**src/rtl/mips_fpga_pkg.sv**
```systemverilog
// Shared definitions for the board counter/timer shell.
// Latency: n/a (types and constants only).
// Backpressure: n/a.
// Contents: mode encodings, active-low 7-segment lookup, blank digit, nibble picker.
package mips_fpga_pkg;

  typedef enum logic [1:0] {
    MODE_ONESHOT = 2'b00,
    MODE_RELOAD  = 2'b01,
    MODE_UP      = 2'b10,
    MODE_HOLD    = 2'b11
  } mode_e;

  // Segment order {dp,g,f,e,d,c,b,a}, a lit segment drives 0.
  localparam logic [7:0] SEG_OFF = 8'hFF;
  localparam logic [7:0] SEG_LUT [16] = '{
    8'hC0, 8'hF9, 8'hA4, 8'hB0, 8'h99, 8'h92, 8'h82, 8'hF8,
    8'h80, 8'h90, 8'h88, 8'h83, 8'hC6, 8'hA1, 8'h86, 8'h8E
  };

  // Pick nibble idx (0 = least significant) out of a 16-bit half of the count.
  function automatic logic [3:0] nibble_of(input logic [15:0] v, input logic [1:0] idx);
    return v[{idx, 2'b00} +: 4];
  endfunction

endpackage

```
**src/rtl/mips_fpga_seg7_hex.sv**
```systemverilog
// Hex digit to active-low 7-segment pattern, decimal point off.
// Latency: combinational.
// Backpressure: none.
// Ports: val (4-bit digit in), seg (8-bit {dp,g,f,e,d,c,b,a} out).
module seg7_hex
  import mips_fpga_pkg::*;
(
  input  logic [3:0] val,
  output logic [7:0] seg
);

  always_comb begin
    seg = SEG_OFF;
    seg = SEG_LUT[val];
  end

endmodule

```
**src/rtl/mips_fpga_top.sv**
```systemverilog
// Board-level 32-bit counter/timer with DIP preset, key control, LEDs and 7-seg scan.
// Latency: keys act 2 clocks after the pin (plus debounce window if enabled); outputs lag cnt by 1 clock.
// Backpressure: none; free-running display, keys are level-sampled.
// Ports: CLK_IN1/reset (sync, active-high); dip_switch0..3 preset, dip_switch7[1:0] mode;
//   user_key[0] load, [1] pause (active-low); led_light = ~cnt; digital_tube_sel0/1 one-hot
//   digit selects for cnt[15:0]/cnt[31:16]; digital_tube_sel2 status enable; digital_tube0..2 segments.
// Optional: define KEY_DEBOUNCE_EN to debounce the synchronised keys over DEBOUNCE_CYCLES samples.
module mips_fpga_top
  import mips_fpga_pkg::*;
#(
  parameter int TICK_DIV        = 25_000_000,
  parameter int SCAN_DIV        = 50_000,
  parameter int DEBOUNCE_CYCLES = 250_000
) (
  input  logic        CLK_IN1,
  input  logic        reset,
  input  logic [7:0]  dip_switch0,
  input  logic [7:0]  dip_switch1,
  input  logic [7:0]  dip_switch2,
  input  logic [7:0]  dip_switch3,
  input  logic [7:0]  dip_switch4,
  input  logic [7:0]  dip_switch5,
  input  logic [7:0]  dip_switch6,
  input  logic [7:0]  dip_switch7,
  input  logic [7:0]  user_key,
  output logic [31:0] led_light,
  output logic [3:0]  digital_tube_sel0,
  output logic [3:0]  digital_tube_sel1,
  output logic        digital_tube_sel2,
  output logic [7:0]  digital_tube0,
  output logic [7:0]  digital_tube1,
  output logic [7:0]  digital_tube2
);

  localparam int TW = (TICK_DIV > 1) ? $clog2(TICK_DIV) : 1;
  localparam int SW = (SCAN_DIV > 1) ? $clog2(SCAN_DIV) : 1;
  localparam logic [TW-1:0] TICK_LAST = TW'(TICK_DIV - 1);
  localparam logic [SW-1:0] SCAN_LAST = SW'(SCAN_DIV - 1);

  // Board pins that carry no function in this image.
  logic unused_pins;
  assign unused_pins = ^{dip_switch4, dip_switch5, dip_switch6, dip_switch7[7:2], user_key[7:2]};

  logic [31:0]   preset;
  mode_e         mode;
  assign preset = {dip_switch3, dip_switch2, dip_switch1, dip_switch0};
  assign mode   = mode_e'(dip_switch7[1:0]);

  // Key synchroniser; idles high so a reset never looks like a press.
  logic [1:0] key_s1, key_s2, key_eff;

  always_ff @(posedge CLK_IN1) begin
    if (reset) begin
      key_s1 <= 2'b11;
      key_s2 <= 2'b11;
    end else begin
      key_s1 <= user_key[1:0];
      key_s2 <= key_s1;
    end
  end

`ifdef KEY_DEBOUNCE_EN
  localparam int DW = $clog2(DEBOUNCE_CYCLES + 1);
  logic [1:0]    key_db;
  logic [DW-1:0] db_cnt [2];

  // A bit flips only after DEBOUNCE_CYCLES samples in a row disagree with the accepted value.
  always_ff @(posedge CLK_IN1) begin
    if (reset) begin
      key_db    <= 2'b11;
      db_cnt[0] <= '0;
      db_cnt[1] <= '0;
    end else begin
      for (int i = 0; i < 2; i++) begin
        if (key_s2[i] == key_db[i]) begin
          db_cnt[i] <= '0;
        end else if (db_cnt[i] == DW'(DEBOUNCE_CYCLES - 1)) begin
          key_db[i] <= key_s2[i];
          db_cnt[i] <= '0;
        end else begin
          db_cnt[i] <= db_cnt[i] + 1'b1;
        end
      end
    end
  end

  assign key_eff = key_db;
`else
  logic unused_debounce;
  assign unused_debounce = (DEBOUNCE_CYCLES > 0);
  assign key_eff = key_s2;
`endif

  logic load, pause, tick;
  assign load  = ~key_eff[0];
  assign pause = ~key_eff[1];

  logic [31:0]   cnt;
  logic          done;
  logic [TW-1:0] presc;

  // Load outranks pause, so a held pause cannot block a reload of the preset.
  assign tick = !pause && (presc == TICK_LAST);

  always_ff @(posedge CLK_IN1) begin
    if (reset) begin
      cnt   <= '0;
      done  <= 1'b0;
      presc <= '0;
    end else if (load) begin
      cnt   <= preset;
      done  <= 1'b0;
      presc <= '0;
    end else begin
      if (!pause) presc <= tick ? '0 : presc + 1'b1;
      // Reload mode only flags done for the single reload cycle; up mode never flags it.
      if (mode == MODE_RELOAD || mode == MODE_UP) done <= 1'b0;
      if (tick) begin
        case (mode)
          MODE_ONESHOT: begin
            if (cnt == 32'd0) begin
              done <= 1'b1;
            end else begin
              cnt <= cnt - 32'd1;
              if (cnt == 32'd1) done <= 1'b1;
            end
          end
          MODE_RELOAD: begin
            if (cnt == 32'd0) begin
              cnt  <= preset;
              done <= 1'b1;
            end else begin
              cnt <= cnt - 32'd1;
            end
          end
          MODE_UP:  cnt <= cnt + 32'd1;
          default:  ;
        endcase
      end
    end
  end

  // Digit scan.
  logic [SW-1:0] scan_cnt;
  logic [1:0]    scan_idx;

  always_ff @(posedge CLK_IN1) begin
    if (reset) begin
      scan_cnt <= '0;
      scan_idx <= 2'd0;
    end else if (scan_cnt == SCAN_LAST) begin
      scan_cnt <= '0;
      scan_idx <= scan_idx + 2'd1;
    end else begin
      scan_cnt <= scan_cnt + 1'b1;
    end
  end

  logic [7:0] seg0, seg1, seg2;

  seg7_hex u_hex0 (.val(nibble_of(cnt[15:0],  scan_idx)), .seg(seg0));
  seg7_hex u_hex1 (.val(nibble_of(cnt[31:16], scan_idx)), .seg(seg1));
  seg7_hex u_hex2 (.val({2'b00, mode}),                   .seg(seg2));

  always_ff @(posedge CLK_IN1) begin
    if (reset) begin
      led_light         <= 32'hFFFF_FFFF;
      digital_tube_sel0 <= 4'b0001;
      digital_tube_sel1 <= 4'b0001;
      digital_tube_sel2 <= 1'b1;
      digital_tube0     <= SEG_LUT[0];
      digital_tube1     <= SEG_LUT[0];
      digital_tube2     <= {1'b1, seg2[6:0]};
    end else begin
      led_light         <= ~cnt;
      digital_tube_sel0 <= 4'b0001 << scan_idx;
      digital_tube_sel1 <= 4'b0001 << scan_idx;
      digital_tube_sel2 <= 1'b1;
      digital_tube0     <= seg0;
      digital_tube1     <= seg1;
      digital_tube2     <= {~done, seg2[6:0]};
    end
  end

endmodule

```
**config.mk**
```make
export PLATFORM = sky130hd
export DESIGN_NAME = mips_fpga_top
export DESIGN_NICKNAME = d
export VERILOG_FILES = /design/src/rtl/mips_fpga_pkg.sv /design/src/rtl/mips_fpga_seg7_hex.sv /design/src/rtl/mips_fpga_top.sv
export SDC_FILE = /design/constraint.sdc
export NUM_CORES = 1
export LEC_CHECK = 0
export CORE_ASPECT_RATIO = 0.7
export CORE_UTILIZATION = 47
export CTS_CLUSTER_SIZE = 40
export DETAILED_ROUTE_END_ITERATION = 10
export PLACE_DENSITY_LB_ADDON = 0.3
export SLEW_MARGIN = 20
export SYNTH_ARGS = -nofsm -noshare
export SYNTH_HDL_FRONTEND = slang
export SYNTH_SLANG_ARGS = --single-unit
```
**constraint.sdc**
```tcl
create_clock -name CLK_IN1 -period 4.45 [get_ports CLK_IN1]
set_clock_uncertainty 0.1 [all_clocks]
set_input_delay 0.89 -clock CLK_IN1 [delete_from_list [all_inputs] [get_ports CLK_IN1]]
set_output_delay 0.89 -clock CLK_IN1 [all_outputs]
set_load 0.03 [all_outputs]
```
; ---- Word-level counts from Yosys, hierarchy flattened
; Memories as Yosys holds them, arrays and structs flattened. A register that Yosys moved wholly into a read port is not among the register bits.
; Index checks and enable logic that the tools add are counted.
[op_classes]
add_sub_neg = 5
eq_ne = 8
shift = 3
n_mux = 12
bitwise = 6
n_reduce_logical = 7
[op_table]
columns = operator, n
row1 = 32-bit two-way mux, 4
row2 = 32-bit case mux with 3 select lines, 1
row3 = "32-bit by 1-bit adder with 32-bit output, second input constant", 1
row4 = "32-bit by 1-bit == test with 1-bit output, second input constant", 1
row5 = 32-bit zero test, 1
row6 = 32-bit NOT, 1
row7 = 16-bit by 5-bit variable part select with 4-bit output, 2
row8 = "32-bit by 1-bit subtractor with 32-bit output, second input constant", 1
row9 = "25-bit by 1-bit adder with 25-bit output, second input constant", 1
row10 = "25-bit == test, second input constant", 1
row11 = 25-bit two-way mux, 1
row12 = "16-bit by 1-bit adder with 16-bit output, second input constant", 1
row13 = "16-bit == test, second input constant", 1
row14 = 4-bit NOT with 5-bit output, 2
row15 = 1-bit two-way mux, 5
row16 = 2-bit NOT with 5-bit output, 1
row17 = "4-bit by 1-bit != test with 1-bit output, second input constant", 1
row18 = 2-bit OR reduction, 2
row19 = "1-bit by 2-bit left shift with 4-bit output, first input constant", 1
row20 = "3-bit != test, second input constant", 1
row21 = 3-bit AND reduction, 1
row22 = "2-bit by 1-bit adder with 2-bit output, second input constant", 1
row23 = "2-bit by 1-bit == test with 1-bit output, second input constant", 1
row24 = "2-bit == test, second input constant", 1
row25 = other kinds (6), 7
[totals]
register_bits = 117
rom_bits = 384
input_bits = 74
wordCells = 54
memories = 3
[mem_list]
columns = name, words, width, rd, rd_ports_with_merged_regs, wr, line_no
row1 = (name not given), 16, 8, 1, 1, 0, mips_fpga_seg7_hex.sv:14  ; seg = SEG_LUT[val];
row2 = (name not given), 16, 8, 1, 1, 0, mips_fpga_seg7_hex.sv:14
row3 = (name not given), 16, 8, 1, 1, 0, mips_fpga_seg7_hex.sv:14

; ---- Depth between registers and ports, before layout
; Gate-level depths: netlist of the first run.
[logic_depth]
word_depth = 7
depth_mapped = 12

; ---- Modules after synthesis
; Synthesis of the first run repeated with hierarchy kept, for this count alone.
[hier_totals]
hier_cells = 985
hier_area_um2 = 8200.4
[by_module_without_submodules]
columns = module, instances, cells_each, area_per_inst_um2, seq_area_each_um2
row1 = mips_fpga_top, 1, 882, 7347.0, 2802.7
row2 = seg7_hex at u_hex0 ..., 2, 34, 286.5, 0.0
row3 = seg7_hex at u_hex2, 1, 35, 280.3, 0.0

; ---- Worst setup path after synthesis of the first run
; No wires, ideal clock.
[synth_path]
path_kind = in2reg
from = in dip_switch7[0]
to = reg cnt[22]
setup_ps = 59
arrival_time_ps = 2650
setup_slack_ps = 1641
path_stages = 9
n_path_buf = 2
cell_sequence = inv_1 > ha_1 > clkbuf_1 > inv_1 > nor2_1 > clkbuf_1 > nand2_1 > a311o_1 > nand2_1
[synth_between]
elab_chain_len = 4
word_cells_on_any_way = 9
[synth_rtl]
columns = item, line_no
row1 = "start, declared", mips_fpga_top.sv:24  ; input logic [7:0] dip_switch7,
row2 = 2-bit == test (tied with other cells), mips_fpga_top.sv:119  ; case (mode)
row3 = 32-bit case mux with 3 select lines, mips_fpga_top.sv:119
row4 = 32-bit two-way mux, mips_fpga_top.sv:118  ; if (tick) begin
row5 = 32-bit two-way mux, mips_fpga_top.sv:110  ; end else if (load) begin
row6 = "end signal, assigned", mips_fpga_top.sv:111  ; cnt <= preset;
row7 = "end signal, assigned", mips_fpga_top.sv:124  ; cnt <= cnt - 32'd1;
row8 = "end signal, assigned", mips_fpga_top.sv:130  ; cnt <= preset;
row9 = "end, declared", mips_fpga_top.sv:98  ; logic [31:0] cnt;
; Parallel ways exist; a longest one is shown, timed or not. The select of a mux whose other input is x is not followed.
; A chain may end at the register's enable or synchronous reset.

; ---- Final worst setup path of the first run
; Ends and elaborated chain as after synthesis.

==> flow_results.org, run 1 <==
** Status
- Run status :: finished, final reports clean

** STA
- Worst hold margin :: 0.313 ns
- The number of failing hold endpoints at the final stage is 0.
- Measured against its own limit, the worst slew margin works out to 0.339.
- Setup repair after global routing left no endpoint under its margin.
- Final TNS setup :: 0 ns
- Maximum clock rate :: 0.280 GHz
- At the pin with the least slew margin, the transition time is 0.982 ns.
- Final number of max-transition violations :: 0
- Subtracting the final worst setup slack from the clock period gives 3.57 ns.
- Share of the cycle needed by the critical path after routing :: 0.802
- Final setup violation count :: 0

** Routing
- After detailed routing, the total wire length is 22300 um.
- For this run, design rule violations remaining after detail routing come to 0.
- Dividing the detail-routed via count by the number of cells gives between 5 and 6.
- DRT antenna net count :: 0
- Number of DRC violations after detailed-routing iteration 0 :: 819
- The final route contains 7256 vias.
- Count of TritonRoute iterations in the first routing pass :: 5
- After detailed routing, the average wire length per cell comes to 18.4 um.

** Layout
- In the final layout, flip-flops and latches occupy 2720 sq um.
- Leaving out fill and tap cells, the most frequent cell in the layout is dfxtp_1.
- Compared with the post-synthesis result, the final layout area differs by 21.2%.
- In the final layout, the share of cells above drive strength 1 is 0.0898.
- The filler cells instantiated in the layout total 1420.
- In the final layout, the multi-input gates occupy roughly 4500 sq um.
- 0 antenna diodes ended up in the layout.
- At the end of the flow, the number of nets in the layout was 1074.
- The library cells used most frequently in the layout, excluding fill and tap cells, are dfxtp_1, clkdlybuf4s50_1, nor2_1, nand2_1, o21ai_0.

** Power and ir drop
- IR drop worst, VDD :: 0.241 mV
- Switching Share :: 0.290
- In this run the static leakage power is 3.24 nW.
- For this design the ratio of total power to cell area is 351 nW/um^2.
- The analysis attributes to net switching a power of 0.000946 W.
- Proportion of power drawn by combinational gates :: 0.157
- Of the total power, the clock network draws 0.446.
- Power share of the sequential group :: 0.397
- Power, Total :: 0.00326 W
- The internal power of the cells totals 0.00231 W.

** Global routing
- Wire length of the first global-routing pass :: 35100 um
- The total overflow left after global routing is 0.
- Across every metal layer, demand over resource in global routing totals 0.269.
- The number of global-route vias before repair was around 6600.
- The initial antenna violation count was 0.
- Entering global routing, the biggest net connects 71 pins.

** Worst hold path
- In this run the worst hold path is classified as flip-flop to flip-flop.
- The worst hold path begins at done$_SDFF_PP0_.
- Counting instances, the worst hold path has a depth of 1.
- WHS Endpoint :: digital_tube2[7]$_SDFF_PP1_

** Synthesis
- The synthesized design spends more area on one cell type than any other, namely dfxtp_1.
- After synthesis, the largest family of logic cells by area is simple AND/OR/NAND/NOR gates.
- In the post-synthesis netlist, the biggest area contributors are dfxtp_1, nor2_1, xnor2_1, nand2_1, ha_1.
- The share of synthesized area in the top cell type comes to 0.355.
- Cell area after synthesis :: 7670 sq um
- The compound-cell area share of the yosys netlist came to 0.157.
- Number of different library cells in the post-synthesis netlist :: just under 80
- Of the total synthesized cell area, the portion taken by XOR and XNOR cells is 0.0776.
- In this run, synthesis inferred 0 flip-flops with an integrated enable.
- A synthesized cell averages between 8 and 9 sq um.
- After synthesis the netlist holds a flip-flop and latch count of 136.
- Warning count from the yosys run :: 0
- Seq/Total Area, Yosys :: 0.355
- The portion of synthesized area spent on multiplexers is 0.0401.
- Of the total synthesized cell area, the portion taken by full adders, half adders and majority gates is 0.0359.
- Number of cells produced by synthesis :: ~900
- Synth Area in Simple Gates :: 0.272
- For this run, the leading register cell type out of synthesis is dfxtp_1.
- In the synthesized netlist the async set-or-reset flop fraction comes to 0.

** Placed design
- Input and output buffers added on the ports amount to 98.
- At the end of routability-driven placement, the weighted congestion stood at 0.970.
- Half-perimeter wire length after placement :: 15100 um

** Setup path
- The worst setup path is launched from an input pin.
- The worst setup path is of the input pin to flip-flop kind.
- Register-to-register path setup slack :: around 1.1 ns
- The critical path goes through clkdlybuf4s50_1 -> inv_1 -> ha_1 -> and2_1 -> a41oi_1 -> buf_4 -> o21ai_0 -> a311o_1 -> nand2_1.
- Data arrives at the worst endpoint at 3.84 ns.
- CP Data Required Time :: 4.72 ns
- Max Fanout on Critical Path :: 10
- Destination of the worst register-to-register timing path :: cnt[20]$_SDFFE_PP0P_
- The largest individual stage delay along the critical path comes from the cell a41oi_1.
- The worst register-to-register path begins at cnt[0]$_SDFFE_PP0P_.
- On the worst path, the slowest cell contributes a delay of 0.74 ns.
- STA classifies the critical path endpoint as a flip-flop.
- The number of cells on the worst reg-to-reg path is 9.

** Run
- Number of max-capacitance violations reported :: 0

** Clock network
- The later pin in the worst-skew pair is clocked with a latency of 0.43 ns.
- Hold repair after CTS inserted 0 buffers.
- Clock tree root driver cell :: clkbuf_16
- Number of levels in the clock H-tree :: 4
- Total number of clock tree sinks :: between 100 and 150
- TritonCTS clock tree :: yes
- The clock passes through at most 2 buffers.
- In this run the post-CTS setup repair buffer count came out at 0.
- Clock-pin slew on the worst setup and hold paths :: 0.06 ns
- Post-cts sizing count :: 0
- The number of clock buffers added by TritonCTS is 17.

** Floorplanning
- The total area inside the core boundary comes to 15700 sq um.
- Die X :: roughly 150 um
- After floorplanning, the core was divided into 38 placement rows.
- Top Ports :: roughly 140
- Effective utilization at floorplan :: 0.488
- Die Y-Extent :: about 110 um
- The floorplan step defined a die boundary enclosing 16800 sq um.
registers in the layout, indices dropped and copies added, names as in the netlist:
signal             flops
cnt                   32
led_light             32
presc                 25
scan_cnt              16
digital_tube0          7
digital_tube1          7
digital_tube2          6
digital_tube_sel1      4
key_eff                2
key_s1                 2
scan_idx               2
done                   1
metal layers:
metal | up-vias | track usage | share of wire
met5 | - | 0 | 0
met4 | 0 | 0.103 | 0.023
met3 | 55 | 0.0819 | 0.12
met2 | 452 | 0.384 | 0.40
met1 | 3364 | 0.379 | 0.45
li1 | 3385 | - | -
logic make-up (layout without fill, tap and decap cells):
kind of cell | after synthesis | count (layout)
xor+xnor | 68 | 68
other cells | 2 | 4
mux | 19 | 19
flops | 136 | 136
compound gates | 179 | 179
fa+ha+maj | 22 | 22
buf+inv | 100 | 172
simple gates | 391 | 391
worst max-delay path by stage:
stage                   start                    to  slack [ns]
6_report       dip_switch7[0]  cnt[22]$_SDFFE_PP0P_        0.88
5_1_grt        dip_switch7[0]  cnt[22]$_SDFFE_PP0P_        0.85
4_1_cts        dip_switch7[0]  cnt[22]$_SDFFE_PP0P_        0.98
3_5_place_dp   dip_switch7[0]  cnt[22]$_SDFFE_PP0P_        0.54
3_3_place_gp   dip_switch7[0]  cnt[22]$_SDFFE_PP0P_        0.62
2_1_floorplan  dip_switch7[0]  cnt[22]$_SDFFE_PP0P_        1.64
critical path: cells and delay by family:
family,cells,cell delay [ns]
buffers and inverters,3,0.99
adders and majority gates,1,0.45
AOI/OAI and AO/OA,3,1.22
and+or+nand+nor,2,0.28
final cells by class:
| cell class | count | area share |
|---|---|---|
| clock buffers | 18 | 0.0472 |
| clock inverters | 14 | 0.0175 |
| inverters | 21 | 0.00848 |
| multi-input cells | 683 | 0.482 |
| flip-flops and latches | 136 | 0.293 |
| well taps | 220 | 0.0296 |
| repair buffers | 119 | 0.122 |
synth_stat cells, drive strengths merged, types with 5 or more instances:
cell type  count
buf           32
dfxtp        136
xor2          31
o21ai         56
a21o           5
nand4         25
inv           20
a211oi         9
nor4          22
nand2b        43
and3           9
or3            7
nor3          30
o22ai          7
nand2         80
xnor2         37
mux4           9
a31oi          8
and4          15
nor2b          8
mux2i          6
a21oi         28
or2            5
or4            7
a22oi         26
nor2          91
nand3         29
clkbuf        47
ha            22
and2           8
power groups by stage:
stage          Clock, W  Combinational (W)  Sequential [W]
3_3_place_gp          0           0.000488         0.00132
4_1_cts         0.00147           0.000497         0.00129
6_report        0.00145           0.000510         0.00129
5_1_grt         0.00152           0.000545         0.00130
2_1_floorplan         0           0.000338         0.00132
3_5_place_dp          0           0.000493         0.00132
per-stage QoR:
step           setup slack [ns]  instance area, sq um   util  std cells
6_report                  0.882                  9300  0.591       1211
5_1_grt                   0.847                  9300  0.591       1211
4_1_cts                   0.984                  9300  0.591       1211
3_5_place_dp              0.536                  8690  0.552       1179
3_3_place_gp              0.618                  8690  0.552       1179
2_1_floorplan              1.64                  7680      -        919
Note: power is estimated with default switching activity, not from simulation.
==> run 2: changes to the inputs <==
==> constraint.sdc (replaced) <==
create_clock -name CLK_IN1 -period 3.1 [get_ports CLK_IN1]
set_clock_uncertainty 0.1 [all_clocks]
set_input_delay 0.62 -clock CLK_IN1 [delete_from_list [all_inputs] [get_ports CLK_IN1]]
set_output_delay 0.62 -clock CLK_IN1 [all_outputs]
set_load 0.03 [all_outputs]
==> run 2 against run 1 <==
Critical path depth down 1. Largest power group unchanged. Power grew 44%. Highest routed layer unchanged. Count of clock-buffer cells in the layout unchanged. Sequential power up 41%. Critical endpoint is now cnt[5]$_SDFFE_PP0P_. Non-clock buffer count is 65 higher. Die area unchanged.
==> flow_results.org, run 2 (synthesis gave the netlist of run 1 again) <==
** Power and ir drop
- Proportion of power drawn by combinational gates :: 0.186
- Clock network fraction of total power :: 0.426
- Reported net switching power :: 0.00134 W
- The completed layout was analyzed and its total power is around 0.0047 W.
- Of the total power, the share spent switching nets is 0.285.
- The internal power of the cells totals 0.00335 W.
- Power share of the sequential group :: 0.388
- Power per standard cell area :: ~480 nW/um^2
- The worst-case IR drop observed on VDD is 0.369 mV.
- Leakage Power :: 3.57 nW

** Global routing
- Entering global routing, the biggest net connects 41 pins.
- GRT Total Usage :: 0.284
- For this run the aggregate overflow at the end of global routing stands at 0.
- Vias in the first global route :: 6656
- The first global-routing pass estimated 36700 um of wire.
- Initial antenna violation count :: 0

** Setup path
- STA classifies the critical path endpoint as a flip-flop.
- Category of the critical setup timing path :: input pin to flip-flop
- The critical path starts at dip_switch7[0].
- Of all nets on the critical path, the largest fanout is 11.
- STA classifies the critical path startpoint as an input pin.
- WP data arrival :: 3.23 ns
- Worst R2R Start :: cnt[9]$_SDFFE_PP0P_
- CP Data Required Time :: 3.33 ns

** Clock network
- TritonCTS built the clock tree.
- Max Root-Sink Buffers :: 2
- Number of levels in the clock H-tree :: 4
- Gates resized during post-CTS repair numbered 0.
- Count of hold-fix buffers inserted at cts :: 0
- Clock-pin slew on the worst setup and hold paths :: 0.06 ns
- Clock tree root driver cell :: clkbuf_16
- CTS saw about 140 sinks.
- Once the clock tree was built, the setup fixing pass inserted 0 buffers.
- The clock reaches the later pin of the worst-skew pair after 0.42 ns.
- The number of clock buffers added by TritonCTS is 17.

** Layout
- At the end of the flow, the number of nets in the layout was 1139.
- For this run, the share of the core covered by cells in the final layout is 0.622.
- The repair_antennas step left the layout with diodes totalling 0.
- Largest registers :: cnt x32, led_light x32, presc x25
- The library cell used most frequently in the layout, excluding fill and tap cells, is dfxtp_1.
- In the final layout, the share of cells above drive strength 1 is 0.144.
- Area growth from synthesis to final layout :: 27.5%
- Layout Cells excl Fill :: 1275
- In the layout the commonest cells are dfxtp_1, clkdlybuf4s50_1, nor2_1, buf_4, nand2_1.

** Placed design
- Count of buffers inserted at the top-level ports :: 98
- The number of placed instances, taps included, is 1244.
- Routability-driven placement finished with a final weighted congestion of 0.944.
- After legalization and detailed placement, the total HPWL measured 16600 um.

** Floorplanning
- Measured along the x axis, the die boundary spans ~150 um.
- Overall die area :: about 17000 sq um
- Top Ports :: 139
- Floorplan core area :: around 16000 sq um
- Effective utilization at floorplan :: 0.488
- Die Y-Extent :: 109 um
- Row generation in the floorplan step produced 38 rows.

** Worst hold path
- Worst min-delay path startpoint :: key_s1[0]$_SDFF_PP1_
- Class of the worst hold path :: flip-flop to flip-flop

** STA
- Across all hold checks on the routed design, the worst slack comes to roughly 0.31 ns.
- Setup repair after global routing missed its margin :: false
- Final setup violation count :: 0
- For the pin with the worst max-slew slack, the measured transition is between 1 and 1.5 ns.
- Setup total negative slack on the finished layout was measured at 0 ns.
- Maximum clock rate :: about 0.33 GHz
- The number of failing hold endpoints at the final stage was 0.
- Share of the cycle needed by the critical path after routing :: 0.966
- The clock period could shrink to about 3.0 ns.
- Measured against its own limit, the worst slew margin works out to 0.199.
- Final number of max-transition violations :: 0

** Status
- The flow ran to the end, and the final reports show no timing, DRC or antenna violations.

** Routing
- The detailed router finished its first iteration with 924 violations.
- In the routed design, unresolved DRC markers number 0.
- Vias per cell :: 5.80
- Dividing the detail-routed wire length by the instance count gives 18.3 um.
- In this run the remaining antenna-violating nets after routing total 0.
- Count of TritonRoute iterations in the first routing pass :: 6
- After detailed routing, the total wire length is 23300 um.
- Via Count :: 7394

** Run
- Across the run, the number of max-cap violations was 0.
run 2: cell types whose count changed in the layout (fill, tap and decap cells not counted), sizes merged:
| cell | previous run | this run |
|---|---|---|
| clkinv | 4 | 7 |
| inv | 26 | 23 |
| buf | 22 | 87 |
| clkinvlp | 3 | 2 |
run 2: area by class of cell:
| cell class | count | area (sq um) |
|---|---|---|
| fill | 1369 | 5950 |
| clock inverter | 13 | 146 |
| tap | 220 | 275 |
| clock buffer | 18 | 429 |
| inverter | 21 | 78.8 |
| timing repair buffer | 184 | 1650 |
| multi-input combinational | 683 | 4480 |
| sequential | 136 | 2720 |
run 2: worst max-delay path: stages:
cell and delay [ns]:
clkdlybuf4s50_1 0.54, inv_1 0.10, ha_1 0.24, nor3_1 0.39, a211oi_2 0.08, nor2_1 0.89, a22oi_1 0.21, o21ai_0 0.15
run 2: path summary, 6_finish.rpt:
check | end | slack [ns] | cells after the start
max reg2reg | cnt[5]$_SDFFE_PP0P_ | 0.15 | 7
min reg2reg | key_eff[0]$_SDFF_PP1_ | 0.31 | 1
min | key_eff[0]$_SDFF_PP1_ | 0.31 | 1
max | cnt[5]$_SDFFE_PP0P_ | 0.10 | 8
run 2: metrics by stage:
step                area (sq um)  setup WS (ns)
floorplan                   7680          0.496
finish                      9780          0.104
CTS                         9780          0.211
global placement            9210        -0.0790
global route                9780        0.00776
detailed placement          9210         -0.151
run 2: metal layers:
metal,vias up,global-route usage,routed length (um)
li1,3523,-,-
met1,3413,0.412,10700
met2,421,0.408,9520
met3,37,0.0743,2640
met4,0,0.0842,416
met5,-,0,0
run 2: power by group through the flow:
stage | clock network (W) | registers (W) | logic (W)
6_report | 0.00200 | 0.00182 | 0.000874
3_5_place_dp | 0 | 0.00186 | 0.000848
2_1_floorplan | 0 | 0.00189 | 0.000485
4_1_cts | 0.00203 | 0.00182 | 0.000854
3_3_place_gp | 0 | 0.00186 | 0.000836
5_1_grt | 0.00212 | 0.00182 | 0.000936
==> run 3: changes to the inputs <==
--- a/config.mk
+++ b/config.mk
@@ -9,6 +9,7 @@
 export CORE_UTILIZATION = 47
 export CTS_CLUSTER_SIZE = 40
 export DETAILED_ROUTE_END_ITERATION = 10
+export DONT_BUFFER_PORTS = 1
 export PLACE_DENSITY_LB_ADDON = 0.3
 export SLEW_MARGIN = 20
 export SYNTH_ARGS = -nofsm -noshare
==> run 3 against run 2 <==
Highest routed layer unchanged. Worst setup slack better by 0.075 ns. Fmax up 2.6%. Cell count down 8.7%. Combinational power down 20%. Design area down 11%. Register-to-register slack better by 0.03 ns. Count of clock-buffer cells in the layout up 4. Via count down 6.0%. Core utilization down 6.7 points. Wire length down 5.2%.
==> flow_results.org, run 3 (synthesis gave the netlist of run 1 again) <==
** Clock network
- Max Root-Sink Buffers :: 2
- Total number of clock tree sinks :: between 100 and 150
- CTS built an H-tree with a depth of 4.
- TritonCTS built the clock tree.
- Post-cts sizing count :: 0
- In this run the clock root is driven by a clkbuf_16.
- The clock reaches the later pin of the worst-skew pair after 0.42 ns.
- After clock tree synthesis, the clock-pin slew on the worst setup and hold paths is 0.06 ns.
- CTS buffer count :: 17
- Hold repair after CTS inserted 0 buffers.
- Number of post-CTS setup repair buffers :: 0

** Routing
- After the first detailed-routing iteration, the DRC count stood at roughly 940.
- Total routed wirelength :: ~22000 um
- The first detailed-routing pass ran for 6 iterations.
- DRC Markers :: 0
- Avg WL per Cell :: about 19 um
- Using the TritonRoute via totals, the vias-per-cell ratio works out to 5.97.
- Across all layers, the routed design uses 6947 vias.
- DRT antenna net count :: 0

** STA
- Final TNS setup :: 0 ns
- Slew @ Worst Pin :: 0.777 ns
- Final setup violation count :: 0
- Share of the cycle needed by the critical path after routing :: 0.942
- Worst slew slack as a fraction of its limit :: 0.481
- For this run, the top clock speed supported by timing is approximately 0.34 GHz.
- Final critical path time including I/O delays and setup :: 2.92 ns
- Final Hold Violating Endpoints :: 0
- The count of pins over their slew limit is 0.
- Setup repair after global routing left no endpoint under its margin.

** Floorplanning
- Effective utilization at floorplan :: 0.488
- Die Y-Extent :: 109 um
- During I/O placement, the number of pins put on the boundary was 139.
- In this run the core area contains 38 standard-cell rows.
- Die X :: 155 um
- Overall die area :: 16800 sq um
- In this run the standard cell core region covers 15700 sq um.

** Setup path
- Critical path startpoint :: cnt[0]$_SDFFE_PP0P_
- For the worst setup path, the data arrival time is between 3 and 4 ns.
- STA puts the critical path data required time at 3.30 ns.
- Sort of element at the start of the critical path :: flip-flop
- In this run the worst path has a maximum fanout of 13.
- Worst R2R Start :: cnt[0]$_SDFFE_PP0P_
- Kind of end point of the critical path :: flip-flop
- Category of the critical setup timing path :: flip-flop to flip-flop

** Power and ir drop
- Internal power comes to roughly 0.0034 W.
- Clock network fraction of total power :: 0.451
- For this design the static power due to leakage is 3.12 nW.
- Overall power consumption after layout is estimated at between 0.004 and 0.005 W.
- Power per standard cell area :: 536 nW/um^2
- Of the total power, the share spent switching nets is 0.270.
- Proportion of power drawn by combinational gates :: 0.150
- IR drop worst, VDD :: 0.294 mV
- Power share of the sequential group :: 0.399
- Reported net switching power :: 0.00126 W

** Global routing
- GRT Total Usage :: 0.273
- Entering global routing, the biggest net connects 72 pins.
- The first global-routing pass estimated 34900 um of wire.
- Total grt overflow :: 0
- The number of global-route vias before repair is roughly 6300.
- Initial antenna violation count :: 0

** Placed design
- Gpl congestion :: 0.922
- Half-perimeter wire length after placement :: between 15000 and 20000 um
- Count of buffers inserted at the top-level ports :: 0

** Layout
- The largest registers in the layout are cnt x32, led_light x32, presc x25.
- Diodes inserted :: 0
- Most frequent cells in the layout :: dfxtp_1, nor2_1, nand2_1, buf_4, o21ai_0
- Of the cells placed in the final design, the portion with a size suffix greater than 1 is 0.147.
- Relative to the synthesized area, the layout overhead comes to 13.8%.
- Final Net Count :: approximately 1000
- Leaving out fill and tap cells, the most frequent cell in the layout is dfxtp_1.

** Run
- The tool flagged a number of max-cap violations equal to 0.

** Worst hold path
- Class of the worst hold path :: input pin to flip-flop
- In this run the most critical hold path is launched from dip_switch7[0].

** Status
- The run finished with clean final reports.
==> run 3: area by class of cell <==
cell class / count / area [sq um]
inverters: 21 / 78.8
fillers: 1428 / 7000
well taps: 220 / 275
multi-input cells: 683 / 4500
flip-flops and latches: 136 / 2720
repair buffers: 72 / 541
clock buffers: 22 / 474
clock inverters: 10 / 141
==> run 3: path summary, 6_finish.rpt <==
check / slack (ns) / end / depth (start not counted)
setup reg to reg: 0.18 / cnt[18]$_SDFFE_PP0P_ / 10
setup / recovery: 0.18 / cnt[18]$_SDFFE_PP0P_ / 10
hold reg to reg: 0.32 / key_eff[1]$_SDFF_PP1_ / 1
hold / removal: 0.12 / digital_tube2[4]$_DFF_P_ / 0
==> run 3: critical path, stage by stage (launching register included) <==
cell	delay (ns)
dfxtp_1	0.44
inv_1	0.18
ha_1	0.21
or3b_2	0.57
nor3_4	0.25
nand2b_1	0.15
nor4_1	0.34
buf_4	0.19
xor2_1	0.05
a222oi_1	0.20
o21ai_0	0.11
==> run 3: power groups by stage <==
stage / Sequential, W / Combinational [W] / Clock (W)
after floorplan: 0.00189 / 0.000485 / 0
after global placement: 0.00190 / 0.000665 / 0
after detailed placement: 0.00190 / 0.000674 / 0
after CTS: 0.00187 / 0.000677 / 0.00215
after global routing: 0.00187 / 0.000756 / 0.00223
final: 0.00187 / 0.000702 / 0.00211
==> run 3: stage by stage <==
step	worst slack, ns	hold WS (ns)	cells	instance area, sq um	utilization
2_1_floorplan	0.496	0.270	919	7680	-
3_3_place_gp	0.171	0.316	1132	8110	0.515
4_1_cts	0.147	0.0997	1164	8720	0.554
6_report	0.179	0.117	1164	8730	0.555
5_1_grt	0.0724	0.0966	1164	8730	0.555
3_5_place_dp	0.176	0.317	1132	8110	0.515
==> run 3: layer usage <==
layer  share of wire  vias up  GRT usage
met1            0.46     3203      0.389
met5               0        -    0.00893
met2            0.40      401      0.378
li1                -     3284          -
met3            0.12       59     0.0950
met4           0.020        0     0.0919
